[src/rtl/lcd_pkg.sv]
// Shared types and constants for the LCD receive/capture path.
// Pixel type, RGB565 packing, default window and CRC-16/CCITT helpers.
package lcd_pkg;

  typedef struct packed {
    logic [4:0] r;
    logic [5:0] g;
    logic [4:0] b;
  } rgb565_t;

  typedef enum logic [1:0] {
    ST_IDLE,
    ST_ARM,
    ST_CAPTURE,
    ST_DONE
  } cap_state_e;

  localparam int unsigned DEF_WIN_X  = 240;
  localparam int unsigned DEF_WIN_Y  = 120;
  localparam int unsigned DEF_WIN_W  = 320;
  localparam int unsigned DEF_WIN_H  = 240;
  localparam int unsigned DEF_ADDR_W = 17;

  localparam logic [15:0] CRC_POLY = 16'h1021;
  localparam logic [15:0] CRC_INIT = 16'hFFFF;

  function automatic rgb565_t pack565(input logic [7:0] r, input logic [7:0] g,
                                      input logic [7:0] b);
    rgb565_t p;
    p.r = r[7:3];
    p.g = g[7:2];
    p.b = b[7:3];
    return p;
  endfunction

  // One 16-bit word, MSB first, non-reflected.
  function automatic logic [15:0] crc16_word(input logic [15:0] crc, input logic [15:0] d);
    logic [15:0] c;
    c = crc;
    for (int unsigned i = 0; i < 16; i++) begin
      if (c[15] ^ d[4'(15 - i)]) c = {c[14:0], 1'b0} ^ CRC_POLY;
      else                       c = {c[14:0], 1'b0};
    end
    return c;
  endfunction

endpackage

[src/rtl/lcd_sync_edge.sv]
// Registers the LCD interface once in the system clock and produces
// registered edge pulses (pixel event, HD/VD/DEN falls) with pixel data aligned.
module lcd_sync_edge
  import lcd_pkg::*;
(
  input  logic        clk_i,
  input  logic        rst_ni,
  input  logic        nclk_i,
  input  logic        hd_i,
  input  logic        vd_i,
  input  logic        den_i,
  input  logic [23:0] rgb_i,
  output logic        pix_ev_o,
  output logic        hd_fall_o,
  output logic        vd_fall_o,
  output logic        den_fall_o,
  output logic [23:0] rgb_o
);

  logic        nclk_s_q, hd_s_q, vd_s_q, den_s_q;
  logic        nclk_p_q, hd_p_q, vd_p_q, den_p_q;
  logic        pix_ev_q, hd_fall_q, vd_fall_q, den_fall_q;
  logic [23:0] rgb_s_q, rgb_q;

  always_ff @(posedge clk_i) begin
    if (!rst_ni) begin
      nclk_s_q   <= 1'b0;
      hd_s_q     <= 1'b0;
      vd_s_q     <= 1'b0;
      den_s_q    <= 1'b0;
      nclk_p_q   <= 1'b0;
      hd_p_q     <= 1'b0;
      vd_p_q     <= 1'b0;
      den_p_q    <= 1'b0;
      pix_ev_q   <= 1'b0;
      hd_fall_q  <= 1'b0;
      vd_fall_q  <= 1'b0;
      den_fall_q <= 1'b0;
      rgb_s_q    <= '0;
      rgb_q      <= '0;
    end else begin
      nclk_s_q   <= nclk_i;
      hd_s_q     <= hd_i;
      vd_s_q     <= vd_i;
      den_s_q    <= den_i;
      rgb_s_q    <= rgb_i;
      nclk_p_q   <= nclk_s_q;
      hd_p_q     <= hd_s_q;
      vd_p_q     <= vd_s_q;
      den_p_q    <= den_s_q;
      // Data travels with its edge flag so the consumer sees a matched pair.
      pix_ev_q   <= nclk_s_q & ~nclk_p_q & den_s_q;
      hd_fall_q  <= hd_p_q & ~hd_s_q;
      vd_fall_q  <= vd_p_q & ~vd_s_q;
      den_fall_q <= den_p_q & ~den_s_q;
      rgb_q      <= rgb_s_q;
    end
  end

  assign pix_ev_o   = pix_ev_q;
  assign hd_fall_o  = hd_fall_q;
  assign vd_fall_o  = vd_fall_q;
  assign den_fall_o = den_fall_q;
  assign rgb_o      = rgb_q;

endmodule

[src/rtl/lcd_frame_capture.sv]
// Captures a WIN_W x WIN_H window of one LCD frame as RGB565 into a linear RAM.
// Optional FRAME_CRC_EN adds a CRC-16/CCITT of the written words on port crc.
module lcd_frame_capture
  import lcd_pkg::*;
#(
  parameter int unsigned WIN_X  = DEF_WIN_X,
  parameter int unsigned WIN_Y  = DEF_WIN_Y,
  parameter int unsigned WIN_W  = DEF_WIN_W,
  parameter int unsigned WIN_H  = DEF_WIN_H,
  parameter int unsigned ADDR_W = DEF_ADDR_W
) (
  input  logic              CLK,
  input  logic              RST_n,
  input  logic              NCLK,
  input  logic              HD,
  input  logic              VD,
  input  logic              DEN,
  input  logic [7:0]        R,
  input  logic [7:0]        G,
  input  logic [7:0]        B,
  input  logic              start,
  output logic [ADDR_W-1:0] wr_addr,
  output logic [15:0]       wr_data,
  output logic              wr_en,
  output logic              busy,
  output logic              done,
  output logic              err
`ifdef FRAME_CRC_EN
  ,
  output logic [15:0]       crc
`endif
);

  localparam logic [10:0]       X_LO = 11'(WIN_X);
  localparam logic [10:0]       X_HI = 11'(WIN_X + WIN_W);
  localparam logic [9:0]        Y_LO = 10'(WIN_Y);
  localparam logic [9:0]        Y_HI = 10'(WIN_Y + WIN_H);
  localparam logic [ADDR_W-1:0] LAST = ADDR_W'(WIN_W * WIN_H - 1);

  cap_state_e        state_q, state_d;
  logic [10:0]       col_q;
  logic [9:0]        row_q;
  logic [ADDR_W-1:0] cnt_q, wr_addr_q;
  logic [15:0]       wr_data_q;
  logic              wr_en_q, err_q;
  logic              pix_ev, hd_fall, vd_fall, den_fall, in_win, wr_fire;
  logic [23:0]       rgb;
  rgb565_t           pix;

  lcd_sync_edge u_sync (
    .clk_i     (CLK),
    .rst_ni    (RST_n),
    .nclk_i    (NCLK),
    .hd_i      (HD),
    .vd_i      (VD),
    .den_i     (DEN),
    .rgb_i     ({R, G, B}),
    .pix_ev_o  (pix_ev),
    .hd_fall_o (hd_fall),
    .vd_fall_o (vd_fall),
    .den_fall_o(den_fall),
    .rgb_o     (rgb)
  );

  assign pix     = pack565(rgb[23:16], rgb[15:8], rgb[7:0]);
  assign in_win  = (col_q >= X_LO) && (col_q < X_HI) && (row_q >= Y_LO) && (row_q < Y_HI);
  assign wr_fire = (state_q == ST_CAPTURE) && pix_ev && in_win;

  always_comb begin
    state_d = state_q;
    busy    = 1'b0;
    done    = 1'b0;
    case (state_q)
      ST_IDLE:    if (start) state_d = ST_ARM;
      ST_ARM: begin
        busy = 1'b1;
        if (vd_fall) state_d = ST_CAPTURE;
      end
      ST_CAPTURE: begin
        busy = 1'b1;
        if (vd_fall)                       state_d = ST_IDLE;
        else if (wr_fire && cnt_q == LAST) state_d = ST_DONE;
      end
      ST_DONE: begin
        done    = 1'b1;
        state_d = ST_IDLE;
      end
      default:    state_d = ST_IDLE;
    endcase
  end

`ifdef FRAME_CRC_EN
  logic [15:0] crc_q;
  assign crc = crc_q;
`endif

  always_ff @(posedge CLK) begin
    if (!RST_n) begin
      state_q   <= ST_IDLE;
      col_q     <= '0;
      row_q     <= '0;
      cnt_q     <= '0;
      wr_addr_q <= '0;
      wr_data_q <= '0;
      wr_en_q   <= 1'b0;
      err_q     <= 1'b0;
`ifdef FRAME_CRC_EN
      crc_q     <= CRC_INIT;
`endif
    end else begin
      state_q <= state_d;
      wr_en_q <= wr_fire;
      if (hd_fall)     col_q <= '0;
      else if (pix_ev) col_q <= col_q + 11'd1;
      if (vd_fall)       row_q <= '0;
      else if (den_fall) row_q <= row_q + 10'd1;
      if (state_q == ST_IDLE && start) begin
        err_q     <= 1'b0;
        wr_addr_q <= '0;
        cnt_q     <= '0;
`ifdef FRAME_CRC_EN
        crc_q     <= CRC_INIT;
`endif
      end
      if (state_q == ST_CAPTURE && vd_fall) err_q <= 1'b1;
      // Raster order makes the window linear, so a running count is the address.
      if (wr_fire) begin
        wr_addr_q <= cnt_q;
        wr_data_q <= pix;
        cnt_q     <= cnt_q + 1'b1;
`ifdef FRAME_CRC_EN
        crc_q     <= crc16_word(crc_q, pix);
`endif
      end
    end
  end

  assign wr_addr = wr_addr_q;
  assign wr_data = wr_data_q;
  assign wr_en   = wr_en_q;
  assign err     = err_q;

endmodule
[config.mk]
export PLATFORM = sky130hd
export DESIGN_NAME = lcd_frame_capture
export DESIGN_NICKNAME = d
export VERILOG_FILES = /design/src/rtl/lcd_pkg.sv /design/src/rtl/lcd_sync_edge.sv /design/src/rtl/lcd_frame_capture.sv
export SDC_FILE = /design/constraint.sdc
export NUM_CORES = 1
export LEC_CHECK = 0
export ABC_AREA = 1
export CAP_MARGIN = 10
export CORE_MARGIN = 5
export CORE_UTILIZATION = 25
export DETAILED_ROUTE_END_ITERATION = 8
export MAX_ROUTING_LAYER = met4
export PLACE_DENSITY = 0.41
export SYNTH_ARGS = -nofsm -noshare
export SYNTH_HDL_FRONTEND = slang
export SYNTH_SLANG_ARGS = --single-unit
export TNS_END_PERCENT = 50
[constraint.sdc]
create_clock -name CLK -period 1.9 [get_ports CLK]
set_input_delay 0.38 -clock CLK [delete_from_list [all_inputs] [get_ports CLK]]
set_output_delay 0.38 -clock CLK [all_outputs]
set_load 0.01 [all_outputs]
==> results of run 1 <==
[routing by layer]
layer	GRT usage, %	vias up	routed length (um)
met2	16.2	58	4760
met5	-	-	0
met4	4.19	0	143
met1	11.7	1700	4880
met3	3.39	11	387
li1	-	2017	-
[final cells by class]
| class | count | area, sq um |
|---|---|---|
| fillers | 1959 | 12400 |
| flip-flops and latches | 119 | 2380 |
| multi-input cells | 364 | 1860 |
| repair buffers | 74 | 724 |
| clock buffers | 21 | 470 |
| inverters | 95 | 369 |
| well taps | 234 | 293 |
| clock inverters | 10 | 123 |
[logic make-up after synthesis]
family / share of synthesized area, %
simple gates: 24.6
compound gates: 10.9
xor+xnor: 0.929
buf+inv: 10.4
fa+ha+maj: 2.65
flops: 50.5
[Yosys cell counts, types with 2 or more instances]
library cell	count
sky130_fd_sc_hd__nand2_1	126
sky130_fd_sc_hd__dfxtp_1	119
sky130_fd_sc_hd__inv_1	93
sky130_fd_sc_hd__nor2_1	75
sky130_fd_sc_hd__o21ai_0	31
sky130_fd_sc_hd__nand3_1	29
sky130_fd_sc_hd__a21oi_1	28
sky130_fd_sc_hd__o21ai_2	12
sky130_fd_sc_hd__ha_1	10
sky130_fd_sc_hd__clkbuf_1	9
sky130_fd_sc_hd__nor3_1	8
sky130_fd_sc_hd__nand4_1	6
sky130_fd_sc_hd__a21oi_2	5
sky130_fd_sc_hd__buf_6	5
sky130_fd_sc_hd__o21ai_1	5
sky130_fd_sc_hd__nand2_2	4
sky130_fd_sc_hd__xor2_1	4
sky130_fd_sc_hd__a31oi_1	2
sky130_fd_sc_hd__buf_1	2
sky130_fd_sc_hd__nand3_2	2
sky130_fd_sc_hd__nor2_2	2
[path summary, 6_finish.rpt]
check / slack [ns] / startpoint / to
max: 0.09 / state_q[1] / busy
min: 0.39 / u_sync.nclk_p_q / u_sync.pix_ev_o
max reg2reg: 0.20 / state_q[0] / wr_data[10]
min reg2reg: 0.39 / u_sync.nclk_p_q / u_sync.pix_ev_o
[metrics by stage]
stage | area, sq um | std cells | util, % | setup slack [ns]
5_1_grt | 6220 | 917 | 33.4 | 0.0155
3_5_place_dp | 5610 | 886 | 30.1 | 0.101
2_1_floorplan | 4720 | 596 | - | 0.283
3_3_place_gp | 5610 | 886 | 30.1 | 0.128
6_report | 6220 | 917 | 33.4 | 0.0904
4_1_cts | 6200 | 917 | 33.3 | 0.0104
[registers in the layout, summed over array words and instances, names as in the netlist, 2 cells and up]
signal,cells
cnt_q,17
row_q,10
wr_addr,17
u_sync.rgb_o,16
col_q,11
u_sync.rgb_s_q,16
state_q,2
wr_data,16
[critical path, delay by kind of cell, from the launching register on]
kind                       cells  cell delay [ns]
DFF                            1             0.37
adders and majority gates      1             0.28
buffers and inverters          2             0.38
[where the power goes]
group / leakage, nW / internal, mW / total [mW] / switching (mW)
Sequential: 0.968 / 2.56 / 2.59 / 0.0348
Combinational: 1.42 / 0.176 / 0.452 / 0.275
Clock: 0.281 / 2.03 / 3.15 / 1.12
Total: 2.67 / 4.77 / 6.20 / 1.43
[timing repair]
action / 4_1_cts / 5_1_grt
endpoints found under the setup margin: 2 / 28
pin swaps: 0 / 1
endpoints found under the hold margin: 0 / 0
cloned: 0 / 0
resized for setup: 3 / 6
==> results.md, run 1 <==
Min path:
- The class of the worst hold path is reg2reg.
- The count of cells along the worst hold path is 1.

Placement:
- The congestion estimate from routability-driven global placement came to 0.756.
- The total of buffers placed on input and output ports is 59.
- The final HPWL from detailed placement is 7180 um.

Clock tree:
- Hold repair after CTS inserted 0 buffers.
- The root buffer selected by CTS is sky130_fd_sc_hd__clkbuf_16.
- Clock latency on the worst-skew pair, taken at its later pin, is 0.41 ns.
- The TritonCTS clock tree is built.
- The deepest level of the CTS H-tree is 4.
- After clock tree synthesis, the setup repair step added 0 buffers.
- In this run, CTS created clock tree buffers numbering 17.
- No sink is reached through more buffers than the 2 on the longest clock path.
- The number of clock sinks seen by CTS is 119.
- The clock transition at the register clock pins on the worst setup and hold paths after CTS is 0.05 ns.

Detailed routing:
- The iteration-0 DRC count of the detailed router is 133.
- In the final routed layout, each cell accounts on average for 11.1 um.
- The number of nets with antenna violations after detailed routing is 0.
- The wire length reported by the detailed router is 10200 um.
- The first detailed-routing pass ran for 4 iterations.
- In the routed design, unresolved DRC markers number 0.
- Using the TritonRoute via totals, the vias-per-cell ratio works out to 4.13.
- For this block, the via count after detailed routing is 3786.

Worst setup path:
- The number of cells on the worst reg-to-reg path is 10.
- Of all nets on the critical path, the largest fanout is 5.
- The type of the setup path with the least slack is reg2out.
- For the worst setup path, the data required time is 1.52 ns.
- In this design, the stage delay of the slowest critical-path cell is 0.37 ns.
- Data on the critical path arrives at its endpoint at 1.43 ns.
- The slowest stage of the critical path belongs to the cell sky130_fd_sc_hd__dfxtp_2.
- The critical path endpoint category is a primary output.
- The critical path goes through inv_1 > ha_1 > dlygate4sd2_1.
- The startpoint type of the worst setup path is a flip-flop.

Synthesis:
- Among all flip-flop cells after synthesis, the most frequent one is sky130_fd_sc_hd__dfxtp_1.
- The post-synthesis instance area is 4720 sq um.
- The leading area contributor after synthesis is sky130_fd_sc_hd__dfxtp_1.
- In the synthesized netlist the async set-or-reset flop fraction comes to 0%.
- The number of nets produced by synthesis is 637.
- Sequential elements use 50.5% of the synthesized area.
- The average instance area after synthesis is 7.91 sq um.
- The register bit count reported by yosys is 119.
- Yosys printed 0 warnings.
- The area fraction of the dominant cell type after synthesis is 50.5%.
- The number of cells produced by synthesis is 596.
- The netlist uses 40 different library cells.
- The number of flops mapped to enable cells by yosys is 0.
- Yosys attributes the largest share of cell area to sky130_fd_sc_hd__dfxtp_1 51%, sky130_fd_sc_hd__nand2_1 10%, sky130_fd_sc_hd__inv_1 7.4%.

Layout:
- The final-stage net count is 712.
- The area growth from synthesis to layout is 31.9%.
- 0 antenna diodes ended up in the layout.
- The top cell types in the final layout, fill and taps aside, are 126 x sky130_fd_sc_hd__nand2_1, 117 x sky130_fd_sc_hd__dfxtp_1, 92 x sky130_fd_sc_hd__inv_1, 75 x sky130_fd_sc_hd__nor2_1, 56 x sky130_fd_sc_hd__clkdlybuf4s50_1.
- The fraction of final layout cells sized beyond drive strength 1 is 12.3%.
- The library cell used most frequently in the layout, excluding fill and tap cells, is sky130_fd_sc_hd__nand2_1.

GRT:
- The number of global-route vias before repair was 3709.
- Entering global routing, the biggest net connects 88 pins.
- The global router's overall resource usage is 10.1%.
- The total overflow left after global routing is 0.
- The wire length of the first global-routing pass is 17200 um.
- The initial antenna violation count came to 0.

Job:
- Across the run, the number of max-cap violations was 0.

Pwr:
- IR analysis of the VDD net gives a maximum drop of 0.613 mV.
- The leakage power total is 2.67 nW.
- Dividing total power by cell area gives a power density of 996 nW/um^2.
- The total chip power is 6.20 mW.

STA:
- The hold violation total from the final report is 0.
- The worst pin sits at a relative slew slack of 73.4%.
- The count of endpoints failing setup in the final report is 0.
- The number of pins with negative max-slew slack in the final report came to 0.
- Hold timing on the final database bottoms out at a slack of 0.390 ns.
- Setup repair after global routing left no endpoint under its margin.
- On the final layout, the worst clock skew is 0.0144 ns.
- The clock period could shrink to 1.81 ns.
- The transition time at the pin with the least slew margin is 0.398 ns.
- Adding up every negative setup slack in the final design gives 0 ns.
- The final worst-path cycle share is 95.2%.
- The fmax is 553 MHz.

Floorplan:
- The die is 147 um wide.
- The initialized floorplan defines 50 standard-cell rows.
- The die covers 21700 sq um.
- The floorplan core area is 18600 sq um.
- The count of boundary I/O pins is 68.
- The die is 147 um tall.
- The effective utilization at floorplan is 25.3%.

Outcome:
- The flow ran to the end, and the final reports show no timing, DRC or antenna violations.
Power figures use the tool's default switching activity.
==> run 2: changes to the inputs <==
Settings changed: GPL_TIMING_DRIVEN set to 0.
==> results.md, run 2 (synthesis gave the netlist of run 1 again) <==
Worst setup path:
- The delay of the slowest critical-path stage is 0.38 ns (about the same).
- The type of the setup path with the least slack is reg2out.
- STA classifies the critical path startpoint as a flip-flop.
- The worst path required time is 1.52 ns (about the same).
- The worst reg2reg path depth came to 12 (+2).
- The number of buffers and inverters on the critical path was 2 (unchanged).
- The end of the worst register-to-register path is cnt_q[8].
- The critical path endpoint category is a primary output.
- The startpoint of the most critical register-to-register path is state_q[0].
- The largest individual stage delay along the critical path comes from the cell sky130_fd_sc_hd__dfxtp_2.
- Walking the worst path, the cells encountered are inv_1 > ha_1 > dlygate4sd2_1.
- The maximum fanout count along the critical path is 5 (unchanged).
- The worst path arrival time was 1.45 ns (+0.02 ns).
- The critical path's top delay family is flip-flops.
- The slack of the worst reg-to-reg path is 0.15 ns (-0.05 ns).

Floorplan:
- The die extent in y is 147 um (unchanged).
- The effective utilization at floorplan is 25.3% (unchanged).
- The count of boundary I/O pins is 68 (unchanged).
- The area enclosed by the die boundary came to 21700 sq um (unchanged).
- The number of placement rows is 50 (unchanged).
- The die boundary width is 147 um (unchanged).
- The floorplan core area is 18600 sq um (unchanged).

STA:
- The time the final worst path needs with I/O delays and setup is 1.83 ns (+0.0220 ns).
- The worst path setup slack after routing is 0.0684 ns (-0.0220 ns).
- The count of endpoints failing setup in the final report is 0 (unchanged).
- The transition time at the pin with the least slew margin is 0.654 ns (+0.255 ns).
- The hold violation total from the final report was 0 (unchanged).
- The number of pins with negative max-slew slack in the final report came to 0 (unchanged).
- The final worst-path cycle share is 96.4% (+1.2 points).
- The clock tree skew after final layout was 0.00606 ns (-0.00830 ns).
- The worst slack on hold paths came to 0.393 ns (+0.00384 ns).
- The tightest slew margin relative to the limit was 56.4% (-17 points).
- The fmax is 546 MHz (-1.2%).
- Setup repair after global routing left no endpoint under its margin.

Layout:
- The count of placed standard cells in the final layout, fillers left out came to 926 (+0.98%).
- The fraction of final layout cells sized beyond drive strength 1 is 12.3% (-0.015 points).
- The number of antenna diodes is 0 (unchanged).
- The post-route cell area was 6210 sq um (-0.20%).
- The area growth from synthesis to final layout is 31.7%.
- The utilization after layout is 33.3% (-0.067 points).
- The library cells used most frequently in the layout, excluding fill and tap cells, are 126 x sky130_fd_sc_hd__nand2_1, 117 x sky130_fd_sc_hd__dfxtp_1, 92 x sky130_fd_sc_hd__inv_1, 73 x sky130_fd_sc_hd__nor2_1, 56 x sky130_fd_sc_hd__clkdlybuf4s50_1.
- Leaving out fill and tap cells, the most frequent cell in the layout is sky130_fd_sc_hd__nand2_1.
- The final-stage net count is 720 (+1.1%).

Detailed routing:
- The total iterations of the first detailed-routing run was 4 (unchanged).
- The via total after detailed routing came to 3758 (-0.74%).
- The routed wire length per instance is 11.6 um (+4.6%).
- The iteration-0 DRC count of the detailed router is 156 (+17%).
- The number of nets with antenna violations after detailed routing was 0 (unchanged).
- The wire length reported by the detailed router came to 10800 um (+5.7%).
- The via density per instance came to 4.06 (-1.7%).
- The number of remaining DRC errors is 0 (unchanged).

Min path:
- The end point of the most critical hold path is wr_addr[14].
- The min-delay analysis places its worst path in the category in2reg.
- The launch point of the worst hold path is RST_n.
- The count of cells along the worst hold path is 3 (+2).

Outcome:
- The run finished with clean final reports.

Clock tree:
- The root buffer cell chosen for the clock tree is sky130_fd_sc_hd__clkbuf_16.
- The clock latency on the worst-skew pair is 0.41 ns (about the same).
- The maximum clock insertion buffer count is 2 (unchanged).
- The number of clock sinks seen by CTS is 119 (unchanged).
- TritonCTS built the clock tree.
- The number of hold-repair buffers added at the cts stage is 0 (unchanged).
- The deepest level of the CTS H-tree was 4 (unchanged).
- The clock buffer count from CTS is 17 (unchanged).
- The clock transition at the register clock pins on the worst setup and hold paths after CTS is 0.05 ns (about the same).

Placement:
- The worst-case setup slack after placement is -0.0541 ns (-0.155 ns).
- The number of placed instances with taps included is 888 (+0.23%).
- The post-place instance area is 5590 sq um (-0.36%).
- The final HPWL from detailed placement is 8050 um (+12%).
- The final weighted congestion in routability-driven placement was 0.762 (+0.75%).
- The total of buffers placed on input and output ports is 58 (-1.7%).

GRT:
- The initial antenna violation count is 0 (unchanged).
- The total grt overflow is 0 (unchanged).
- The largest net degree at the start of global routing is 17 (-81%).
- The global router's overall resource usage is 10.8% (+0.67 points).
- The number of global-route vias before repair was 3748 (+1.1%).
- The wire length of the first global-routing pass is 18100 um (+5.3%).

Pwr:
- The leakage power total is 2.63 nW (-1.4%).
- The largest voltage drop on the vdd net was 0.579 mV (-5.5%).
- The power density normalized to cell area is 964 nW/um^2 (-3.2%).

Job:
- The max capacitance violation total is 0 (unchanged).
-- run 2: final cells by class --
class,count,area (sq um)
repair buffers,63,616
fillers,1993,12400
well taps,234,293
clock buffers,19,453
multi-input cells,364,1870
plain buffers,18,123
repair inverters,1,8.76
inverters,95,369
clock inverters,13,97.6
flip-flops and latches,119,2380
-- run 2: routing by layer --
layer	vias up	track usage [%]	wire [um]
li1	2029	-	-
met1	1634	12.6	5030
met2	77	17.2	5040
met3	18	2.90	429
met4	0	5.27	250
met5	-	-	0
-- run 2: worst max-delay path by stage --
stage | startpoint | cells past startpoint | slack [ns] | endpoint
final | state_q[1] | 3 | 0.07 | busy
after global routing | col_q[0] | 7 | 0.01 | col_q[10]
after CTS | state_q[0] | 3 | 0.02 | busy
after detailed placement | state_q[0] | 10 | -0.05 | wr_data[7]
after global placement | state_q[0] | 12 | -0.02 | wr_addr[16]
after floorplan | state_q[0] | 12 | 0.28 | cnt_q[8]
-- run 2: what timing repair did --
action                                  in CTS  in global routing
endpoints found under the setup margin      27                 34
cloned                                       0                  1
gates resized for setup                      7                  6
buffers inserted                             1                  4
pin swaps                                    1                  3
-- run 2: worst min-delay path, cell delays in order --
cell and delay (ns):
sky130_fd_sc_hd__buf_2 0.16, sky130_fd_sc_hd__nand2_4 0.14, sky130_fd_sc_hd__o21ai_1 0.06
-- run 2: metrics by stage --
step / power (mW) / TNS [ns]
2_1_floorplan: 2.94 / 0
3_3_place_gp: 3.13 / -0.0741
3_5_place_dp: 3.14 / -0.606
4_1_cts: 6.09 / 0
5_1_grt: 6.28 / 0
6_report: 5.99 / 0
-- run 2: power breakdown --
part / internal [mW] / switching (mW) / total, mW / leakage (nW)
Sequential: 2.56 / 0.0352 / 2.59 / 0.968
Combinational: 0.187 / 0.298 / 0.484 / 1.41
Clock: 1.74 / 1.17 / 2.91 / 0.250
